**config.mk**
```make
export PLATFORM = sky130hd
export DESIGN_NAME = conv_frame_ctrl_flat
export DESIGN_NICKNAME = d
export VERILOG_FILES = /design/src/rtl/conv_frame_ctrl_if.sv /design/src/rtl/conv_frame_ctrl.sv /design/src/flat_wrapper.sv
export SDC_FILE = /design/constraint.sdc
export NUM_CORES = 1
export LEC_CHECK = 0
export BUFFER_PORTS_ARGS = -buffer_cell sky130_fd_sc_hd__buf_2
export CAP_MARGIN = 5
export CORE_MARGIN = 4
export CORE_UTILIZATION = 33
export DETAILED_ROUTE_END_ITERATION = 8
export GPL_ROUTABILITY_DRIVEN = 0
export PLACE_DENSITY_LB_ADDON = 0.15
export SLEW_MARGIN = 20
export SYNTH_ARGS = -nofsm -noshare
export SYNTH_HDL_FRONTEND = slang
export SYNTH_SLANG_ARGS = --single-unit
export TNS_END_PERCENT = 10
```
**constraint.sdc**
```tcl
create_clock -name clk_i -period 2.4 [get_ports clk_i]
set_clock_uncertainty 0.1 [all_clocks]
set_input_delay 0.12 -clock clk_i [delete_from_list [all_inputs] [get_ports clk_i]]
set_output_delay 0.12 -clock clk_i [all_outputs]
set_load 0.005 [all_outputs]
```
**src/rtl/conv_frame_ctrl_if.sv**
```systemverilog
// conv_frame_ctrl_if
//   Bundles the frame sequencer's two side buses: the image RAM read port and
//   the conv engine pixel stream.
//   master : sequencer side (drives RAM read strobe/address and conv inputs)
//   slave  : RAM + conv side (returns RAM data and conv result)
//   Signals:
//     mem_rd_en    RAM read strobe
//     mem_addr     RAM read address
//     mem_rd_data  RAM data, valid one cycle after mem_rd_en
//     conv_reset   clears conv line buffers
//     conv_pxl_in  pixel into conv
//     conv_pxl_out conv result
interface conv_frame_ctrl_if #(
  parameter int ADDR_W = 16
);
  logic              mem_rd_en;
  logic [ADDR_W-1:0] mem_addr;
  logic [7:0]        mem_rd_data;
  logic              conv_reset;
  logic [7:0]        conv_pxl_in;
  logic [7:0]        conv_pxl_out;

  modport master (
    output mem_rd_en, mem_addr, conv_reset, conv_pxl_in,
    input  mem_rd_data, conv_pxl_out
  );

  modport slave (
    input  mem_rd_en, mem_addr, conv_reset, conv_pxl_in,
    output mem_rd_data, conv_pxl_out
  );
endinterface

```
**src/rtl/conv_frame_ctrl.sv**
```systemverilog
// conv_frame_ctrl
//   Frame sequencer for the streaming conv datapath. Reads one DIM x DIM 8-bit
//   image from sync RAM in raster order, feeds conv one pixel per cycle and
//   tags the conv output with valid/row/col where a full KxK window exists.
//   Ports:
//     clk_i, reset_i  clock / synchronous active-high reset
//     start_i         begin a frame (sampled only in IDLE)
//     frame_base_i    RAM address of pixel (0,0), latched on accepted start
//     busy_o          accepted start .. done cycle inclusive
//     done_o          one-cycle frame-complete pulse
//     out_valid_o     out_data_o is a full-window result
//     out_data_o      conv result when valid, else 0
//     out_row_o/col_o output window position 0..DIM-K
//     bus             RAM read port + conv stream (master modport)
//
//   state  | meaning
//   IDLE   | waiting for start
//   CLR    | one cycle of conv_reset before streaming
//   STREAM | DIM*DIM cycles, one RAM read per cycle
//   DRAIN  | 2+CONV_LAT cycles, read/conv pipeline empties
//   DONE   | one-cycle done pulse
module conv_frame_ctrl #(
  parameter int DIM      = 28,
  parameter int K        = 5,
  parameter int CONV_LAT = 1,
  parameter int ADDR_W   = 16
) (
  input  logic              clk_i,
  input  logic              reset_i,
  input  logic              start_i,
  input  logic [ADDR_W-1:0] frame_base_i,
  output logic              busy_o,
  output logic              done_o,
  output logic              out_valid_o,
  output logic [7:0]        out_data_o,
  output logic [7:0]        out_row_o,
  output logic [7:0]        out_col_o,
  conv_frame_ctrl_if.master bus
);
  localparam int NPIX    = DIM * DIM;
  localparam int TAG_D   = 2 + CONV_LAT;
  localparam int DRAIN_N = 2 + CONV_LAT;
  localparam int CNT_W   = $clog2(NPIX);

  typedef enum logic [2:0] {S_IDLE, S_CLR, S_STREAM, S_DRAIN, S_DONE} state_t;

  typedef struct packed {
    logic       ok;
    logic [7:0] row;
    logic [7:0] col;
  } tag_t;

  state_t            state_q, state_d;
  logic [CNT_W-1:0]  cnt_q, cnt_d;
  logic [7:0]        row_q, row_d;
  logic [7:0]        col_q, col_d;
  logic [ADDR_W-1:0] addr_q, addr_d;
  logic              conv_reset_q;
  logic              rdv_q;
  logic [7:0]        pxl_q;
  tag_t              tag_q [TAG_D];
  tag_t              tag_in;

  always_comb begin
    state_d = state_q;
    cnt_d   = cnt_q;
    row_d   = row_q;
    col_d   = col_q;
    addr_d  = addr_q;
    case (state_q)
      S_IDLE: begin
        if (start_i) begin
          state_d = S_CLR;
          addr_d  = frame_base_i;
        end
      end
      S_CLR: begin
        state_d = S_STREAM;
        cnt_d   = CNT_W'(NPIX - 1);
        row_d   = '0;
        col_d   = '0;
      end
      S_STREAM: begin
        addr_d = addr_q + 1'b1;
        if (col_q == 8'(DIM - 1)) begin
          col_d = '0;
          row_d = row_q + 8'd1;
        end else begin
          col_d = col_q + 8'd1;
        end
        // cnt_q holds pixels remaining minus one; terminal count ends the stream
        if (cnt_q == '0) begin
          state_d = S_DRAIN;
          cnt_d   = CNT_W'(DRAIN_N - 1);
        end else begin
          cnt_d = cnt_q - 1'b1;
        end
      end
      S_DRAIN: begin
        if (cnt_q == '0) state_d = S_DONE;
        else             cnt_d   = cnt_q - 1'b1;
      end
      S_DONE:  state_d = S_IDLE;
      default: state_d = S_IDLE;
    endcase
  end

  // Tag for the pixel being read this cycle; it rides the shift register so
  // it lines up with the conv result TAG_D cycles later.
  always_comb begin
    tag_in = '0;
    if (state_q == S_STREAM && row_q >= 8'(K - 1) && col_q >= 8'(K - 1)) begin
      tag_in.ok  = 1'b1;
      tag_in.row = row_q - 8'(K - 1);
      tag_in.col = col_q - 8'(K - 1);
    end
  end

  always_ff @(posedge clk_i) begin
    if (reset_i) begin
      state_q      <= S_IDLE;
      cnt_q        <= '0;
      row_q        <= '0;
      col_q        <= '0;
      addr_q       <= '0;
      conv_reset_q <= 1'b1;
      rdv_q        <= 1'b0;
      pxl_q        <= '0;
      for (int i = 0; i < TAG_D; i++) tag_q[i] <= '0;
    end else begin
      state_q      <= state_d;
      cnt_q        <= cnt_d;
      row_q        <= row_d;
      col_q        <= col_d;
      addr_q       <= addr_d;
      conv_reset_q <= (state_d == S_CLR);
      rdv_q        <= (state_q == S_STREAM);
      // zero outside fed cycles so conv never sees stale RAM data
      pxl_q        <= rdv_q ? bus.mem_rd_data : 8'd0;
      tag_q[0]     <= tag_in;
      for (int i = 1; i < TAG_D; i++) tag_q[i] <= tag_q[i-1];
    end
  end

  assign busy_o          = (state_q != S_IDLE);
  assign done_o          = (state_q == S_DONE);
  assign bus.mem_rd_en   = (state_q == S_STREAM);
  assign bus.mem_addr    = addr_q;
  assign bus.conv_reset  = conv_reset_q;
  assign bus.conv_pxl_in = pxl_q;
  assign out_valid_o     = tag_q[TAG_D-1].ok;
  assign out_row_o       = tag_q[TAG_D-1].row;
  assign out_col_o       = tag_q[TAG_D-1].col;
  assign out_data_o      = tag_q[TAG_D-1].ok ? bus.conv_pxl_out : 8'd0;
endmodule

```
**src/flat_wrapper.sv**
```systemverilog
// flat-port wrapper written by rule: the top's interface ports become plain ports
module conv_frame_ctrl_flat 
#(
  parameter int DIM      = 28,
  parameter int K        = 5,
  parameter int CONV_LAT = 1,
  parameter int ADDR_W   = 16
)
  (clk_i, reset_i, start_i, frame_base_i, busy_o, done_o, out_valid_o, out_data_o, out_row_o, out_col_o, bus_mem_rd_en, bus_mem_addr, bus_conv_reset, bus_conv_pxl_in, bus_mem_rd_data, bus_conv_pxl_out);
  conv_frame_ctrl_if #(.ADDR_W(ADDR_W)) bus_i ();
  input  logic clk_i;
  input  logic reset_i;
  input  logic start_i;
  input  logic [ADDR_W-1:0] frame_base_i;
  output logic busy_o;
  output logic done_o;
  output logic out_valid_o;
  output logic [7:0] out_data_o;
  output logic [7:0] out_row_o;
  output logic [7:0] out_col_o;
  output wire logic [$bits(bus_i.mem_rd_en)-1:0] bus_mem_rd_en;
  output wire logic [$bits(bus_i.mem_addr)-1:0] bus_mem_addr;
  output wire logic [$bits(bus_i.conv_reset)-1:0] bus_conv_reset;
  output wire logic [$bits(bus_i.conv_pxl_in)-1:0] bus_conv_pxl_in;
  input wire logic [$bits(bus_i.mem_rd_data)-1:0] bus_mem_rd_data;
  input wire logic [$bits(bus_i.conv_pxl_out)-1:0] bus_conv_pxl_out;
  assign bus_mem_rd_en = bus_i.mem_rd_en;
  assign bus_mem_addr = bus_i.mem_addr;
  assign bus_conv_reset = bus_i.conv_reset;
  assign bus_conv_pxl_in = bus_i.conv_pxl_in;
  assign bus_i.mem_rd_data = bus_mem_rd_data;
  assign bus_i.conv_pxl_out = bus_conv_pxl_out;
  conv_frame_ctrl #(.DIM(DIM), .K(K), .CONV_LAT(CONV_LAT), .ADDR_W(ADDR_W)) u_core (.clk_i(clk_i), .reset_i(reset_i), .start_i(start_i), .frame_base_i(frame_base_i), .busy_o(busy_o), .done_o(done_o), .out_valid_o(out_valid_o), .out_data_o(out_data_o), .out_row_o(out_row_o), .out_col_o(out_col_o), .bus(bus_i));
endmodule
```
======== Word-level counts from Yosys, hierarchy flattened ========
Memories as Yosys holds them, arrays and structs flattened.
Cells that the tools add are included.
storage, ports and cells
  RAM bits ................................ 51
  bits of input ports ..................... 35
  output and inout bits ................... 53
  memories kept ........................... 1
  word-level logic and storage cells ...... 63
  flip-flop bits (word level) ............. 55
operators by class
  $lt $le $gt $ge ......................... 2
  bitwise logic cells ..................... 4
  mux-type cells .......................... 21
  add/sub/neg operators ................... 6
  reductions and logical operators ........ 12
  equal/unequal tests ..................... 9
memory list
  memory        words  bits a word  rd ports  clocked after Yosys merged registers in  wr ports  RTL line               RTL
  u_core.tag_q  3      17           3         0                                        3         conv_frame_ctrl.sv:61  tag_t tag_q [TAG_D];
operators with widths
  kind                     number
  $mux W17                 4
  $pmux W16 S2             1
  $pmux W8 S2              2
  $pmux W10 S3             1
  $mux W8                  3
  $mux W10                 2
  $add A16 B1 Y16 const B  1
  $add A8 B1 Y8 const B    2
  $ge A8 B3 Y1 const B     2
  $mux W16                 1
  $sub A8 B3 Y8 const B    2
  $pmux W3 S4              1
  $logic_not A10 Y1        1
  $sub A10 B1 Y10 const B  1
  $mux W3                  3
  $eq A8 B5 Y1 const B     1
  $eq A3 B1 Y1 const B     2
  $eq A3 B2 Y1 const B     2
  $reduce_and A2 Y1        3
  $reduce_bool A3 Y1       2
  $ne A2 B2 Y1 const B     2
  $reduce_bool A2 Y1       2
  $eq A3 B3 Y1 const B     1
  $logic_not A3 Y1         1
  other kinds (6)          11

======== Depth between registers and ports, before layout ========
  depth after elaboration ................. 5
  mapped depth ............................ 8
  gate-level depth less buffers ........... 6

======== Worst setup path before layout ========
No wires, ideal clock.
  path type ............................... register to register
  start point ............................. reg u_core.cnt_q[0]
  end point ............................... reg u_core.cnt_q[3]
  buffers on the path ..................... 2
  setup time .............................. 0.141 ns
  period minus slack after synthesis ...... 2.164 ns
  stages on the path, launching flop included .. 9
  slack ................................... 0.236 ns
  arrival time ............................ 1.923 ns
  data required time ...................... 2.159 ns
  path through ............................ dfxtp_1 -> inv_1 -> ha_1 -> or4b_1 -> clkbuf_1 -> or4_1 -> buf_2 -> a31oi_1 -> a311oi_1
on the way
  word-level cells in the longest chain between the ends .. 3
  elaborated cells between the ends (all ways) .. 7
  classes of those cells .................. add/sub: 1; eq/ne: 1; mux: 3; reduce/logical: 2
ends and longest elaborated chain
  what                                                         RTL line                RTL
  start, declared                                              conv_frame_ctrl.sv:54   logic [CNT_W-1:0] cnt_q, cnt_d;
  start signal, assigned                                       conv_frame_ctrl.sv:132  cnt_q <= cnt_d;
  $sub A10 B1 Y10 / $logic_not A10 Y1 (equally long branches)  n/a
  $mux W10, or another cell as far along                       conv_frame_ctrl.sv:100  if (cnt_q == '0) state_d = S_DONE;
  $pmux W10 S3 / $reduce_and A2 Y1 (equally long branches)     n/a
Several ways; a longest one is shown, not always the timed one. The select of a mux whose other input is x is not followed.
A chain may end at the register's enable or synchronous reset.

======== Worst setup path after layout ========
  start point ............................. reg u_core.cnt_q[3]
  end point ............................... reg u_core.cnt_q[1]
on the way
  word-level cells in the longest chain between the ends .. 3
  elaborated cells between the ends (all ways) .. 5
  classes of those cells .................. eq/ne: 1; mux: 2; reduce/logical: 2
ends and longest elaborated chain
  what                                                      RTL line
  $logic_not A10 Y1 *                                       conv_frame_ctrl.sv:92, conv_frame_ctrl.sv:100
  $mux W10 / $ne A2 B2 Y1 (equally long branches)           n/a
  $pmux W10 S3 / $reduce_and A2 Y1 (equally long branches)  n/a
Every way passes the cells marked *; elsewhere a longest branch is shown, timed or not.

==> reports/qor.txt <==
GR Overflow Total: 0
chip width: 125 um
hpwl dp: 6930 um
mux cell area share after synthesis: 1.14%
Tmin final: 2.28 ns
WL met3: 596 um
Max Clk Rate: 438 MHz
Mapped Cells: 494
largest net degree at the start of global routing: 50
CTS tree: yes
die height: 125 um
ant diodes: 0
sequential share of the synthesized area: 47.1%
Synth Area per Inst: 9.12 um2
Post-Route Utilization: 41.8%
CP Data Arrival Time: 2.39 ns
DR vias: 3,762
first-pass GRT wire length: 16,900 um
I/O Buffers: 87
total CTS buffers: 9
share of cells above drive strength 1: 21.9%
crit-path max FO: 8
Synth warnings: 0
most common cell after layout, fill and taps aside: dfxtp_1
root buf cell: clkbuf_16
worst rel slew slack: 58.2%
WHS Path Cells: 4
hold wc startpoint: frame_base_i[13]
setup TNS: 0 ns
Worst-Margin Slew: 0.621 ns
asr flop ratio synth: 0%
Req. time, crit path: 2.50 ns
Routed WL: 9980 um
Cell Rows: 42
Tot GR Track Use: 13.1%
TritonRoute pass-1 iters: 4
Total Die Area: 15,600 um2
nets: 634
Post-route DRC: 0
final worst-path cycle share: 95.2%
pre-CTS setup slack: 0.138 ns
Post-synth EDFFs: 0
Lkg Pwr: 2.32 nW
VDD IR max: 0.413 mV
Skew-Pair Late Insertion Delay: 0.35 ns
Post-Synth XOR/XNOR Area: 2.33%
post-synth cell types: 52
design area: 5560 um2
Simple-Gate Fraction of Synth Area: 27.1%
Pwr Density: 725 nW/um2
Compound-Gate Fraction of Synth Area: 12.4%
FF+latch count, synth: 106
hold endpoint: u_core.bus.mem_addr[13]
Area growth syn-to-layout: 23.3%
post-synthesis adder-cell area fraction: 3.89%
Main synth FF type: dfxtp_1
Top Metal Used: met4
Num Clock Sinks: 106
worst reg2reg startpoint: u_core.cnt_q[3]
clock slew at reported path FFs: 0.08 ns
H-Tree Level Count: 3
most frequent cells in the layout: dfxtp_1 (106), buf_2 (87), nor2_1 (44)
R2R cell count: 4
Netlist Area Pre-Place: 4510 um2
area of the core: 13,300 um2
status: completed
r2r setup slk: 0.12 ns
wire per inst: 13.0 um
CP startpoint kind: flip-flop
vias in the first global route: 3,469
Setup Buffers After CTS: 0
post-route ant nets: 0
CTS max path bufs: 2
CP Capture Type: flip-flop
Worst Hold Class: input port to flip-flop
DR vias/cell: 4.91
io pins: 88
Setup WS post-layout: 0.116 ns
total chip power: 4.03 mW
initial antenna violation count: 0
DR iter-0 viols: 232
final number of hold-violating endpoints: 0
Post-DP Area: 5030 um2
Met1 Routed Length: 4730 um
Initial Utilization: 33.9%
met2 wire length: 4460 um
Setup violations, final: 0
final-report max-slew violation count: 0
crit path kind: flip-flop to flip-flop
Post-Syn Nets: 543
r2r endpoint: u_core.cnt_q[1]
Max-Cap Viols: 0
RSZ-0062 raised after global routing: false
largest family of logic cells by synthesized area: simple AND/OR/NAND/NOR gates
[registers in the layout (all words and copies together) (netlist names)]
signal                  flops
u_core.bus.conv_pxl_in      8
u_core.bus.conv_reset       1
u_core.bus.mem_addr        16
u_core.cnt_q               10
u_core.col_q                8
u_core.rdv_q                1
u_core.row_q                8
u_core.state_q              3
u_core.tag_q               51
[what timing repair did]
action	CTS	global route
endpoints found under the hold margin	23	0
endpoints found under the setup margin	0	1
hold buffers	23	0
resized for setup	0	1
[synthesized netlist by cell type, drive strengths merged, types with 4 or more instances]
cell      n  area share [%]
a21oi    21             2.3
a31oi    12             1.7
inv      13             1.1
xnor2    10             1.9
a211oi    5            0.83
ha       14             3.9
nand4     9             1.2
dfxtp   106              47
o211ai    4            0.67
clkbuf   21             1.7
or2       5            0.69
nand2b    5            0.69
and2     20             2.8
and3      6            0.83
nor2b    38             5.3
nor2     44             3.7
or4      11             1.8
nand3    14             1.6
or3       9             1.2
buf      21             3.2
nor3     11             1.3
o21ai     8            0.89
a311oi    9             1.7
mux2i     4            0.89
nand2    34             2.8
nor4      5             1.0
[cell families after synthesis]
kind of cell,count (synthesis)
mux,5
xor+xnor,12
buf+inv,55
compound gates,81
simple gates,221
fa+ha+maj,14
flops,106
[metrics by stage]
stage | hold WS (ns) | std cells
5_1_grt | 0.0438 | 766
3_3_place_gp | 0.219 | 727
4_1_cts | 0.0147 | 766
3_5_place_dp | 0.227 | 727
6_report | 0.0374 | 766
2_1_floorplan | 0.109 | 494
[report_power, final]
group          switching [mW]  total (mW)  internal (mW)
registers              0.0980        1.93           1.83
clock network           0.692        1.44          0.753
logic                   0.368       0.656          0.288
[routing by layer]
layer  vias to the layer above  track usage [%]
li1                       1901                -
met1                      1749             17.4
met2                       101             20.0
met3                        11             3.64
met4                         0             5.36
met5                         -                0
[worst max-delay path, cell delays in order (launching register included)]
cell and delay, ns:
dfxtp_1 0.37, or4_1 0.70, or4_1 0.68, a21oi_1 0.22, a311oi_1 0.07
[worst max-delay path by stage]
stage	startpoint	to	slack (ns)	cells after the start
2_1_floorplan	u_core.cnt_q[0]	u_core.cnt_q[3]	0.24	8
3_3_place_gp	u_core.cnt_q[3]	u_core.cnt_q[3]	0.19	4
3_5_place_dp	u_core.cnt_q[0]	u_core.cnt_q[1]	0.14	7
4_1_cts	u_core.cnt_q[0]	u_core.cnt_q[1]	0.10	7
5_1_grt	u_core.cnt_q[3]	u_core.cnt_q[3]	0.009	4
6_report	u_core.cnt_q[3]	u_core.cnt_q[1]	0.12	4
[layout make-up]
type / instances / area (um2)
inverters: 13 / 48.8
fillers: 1323 / 7740
multi-input cells: 333 / 2120
flip-flops and latches: 106 / 2120
clock inverters: 6 / 53.8
repair buffers: 122 / 756
well taps: 176 / 220
clock buffers: 10 / 239
(Power assumes the default switching activity.)
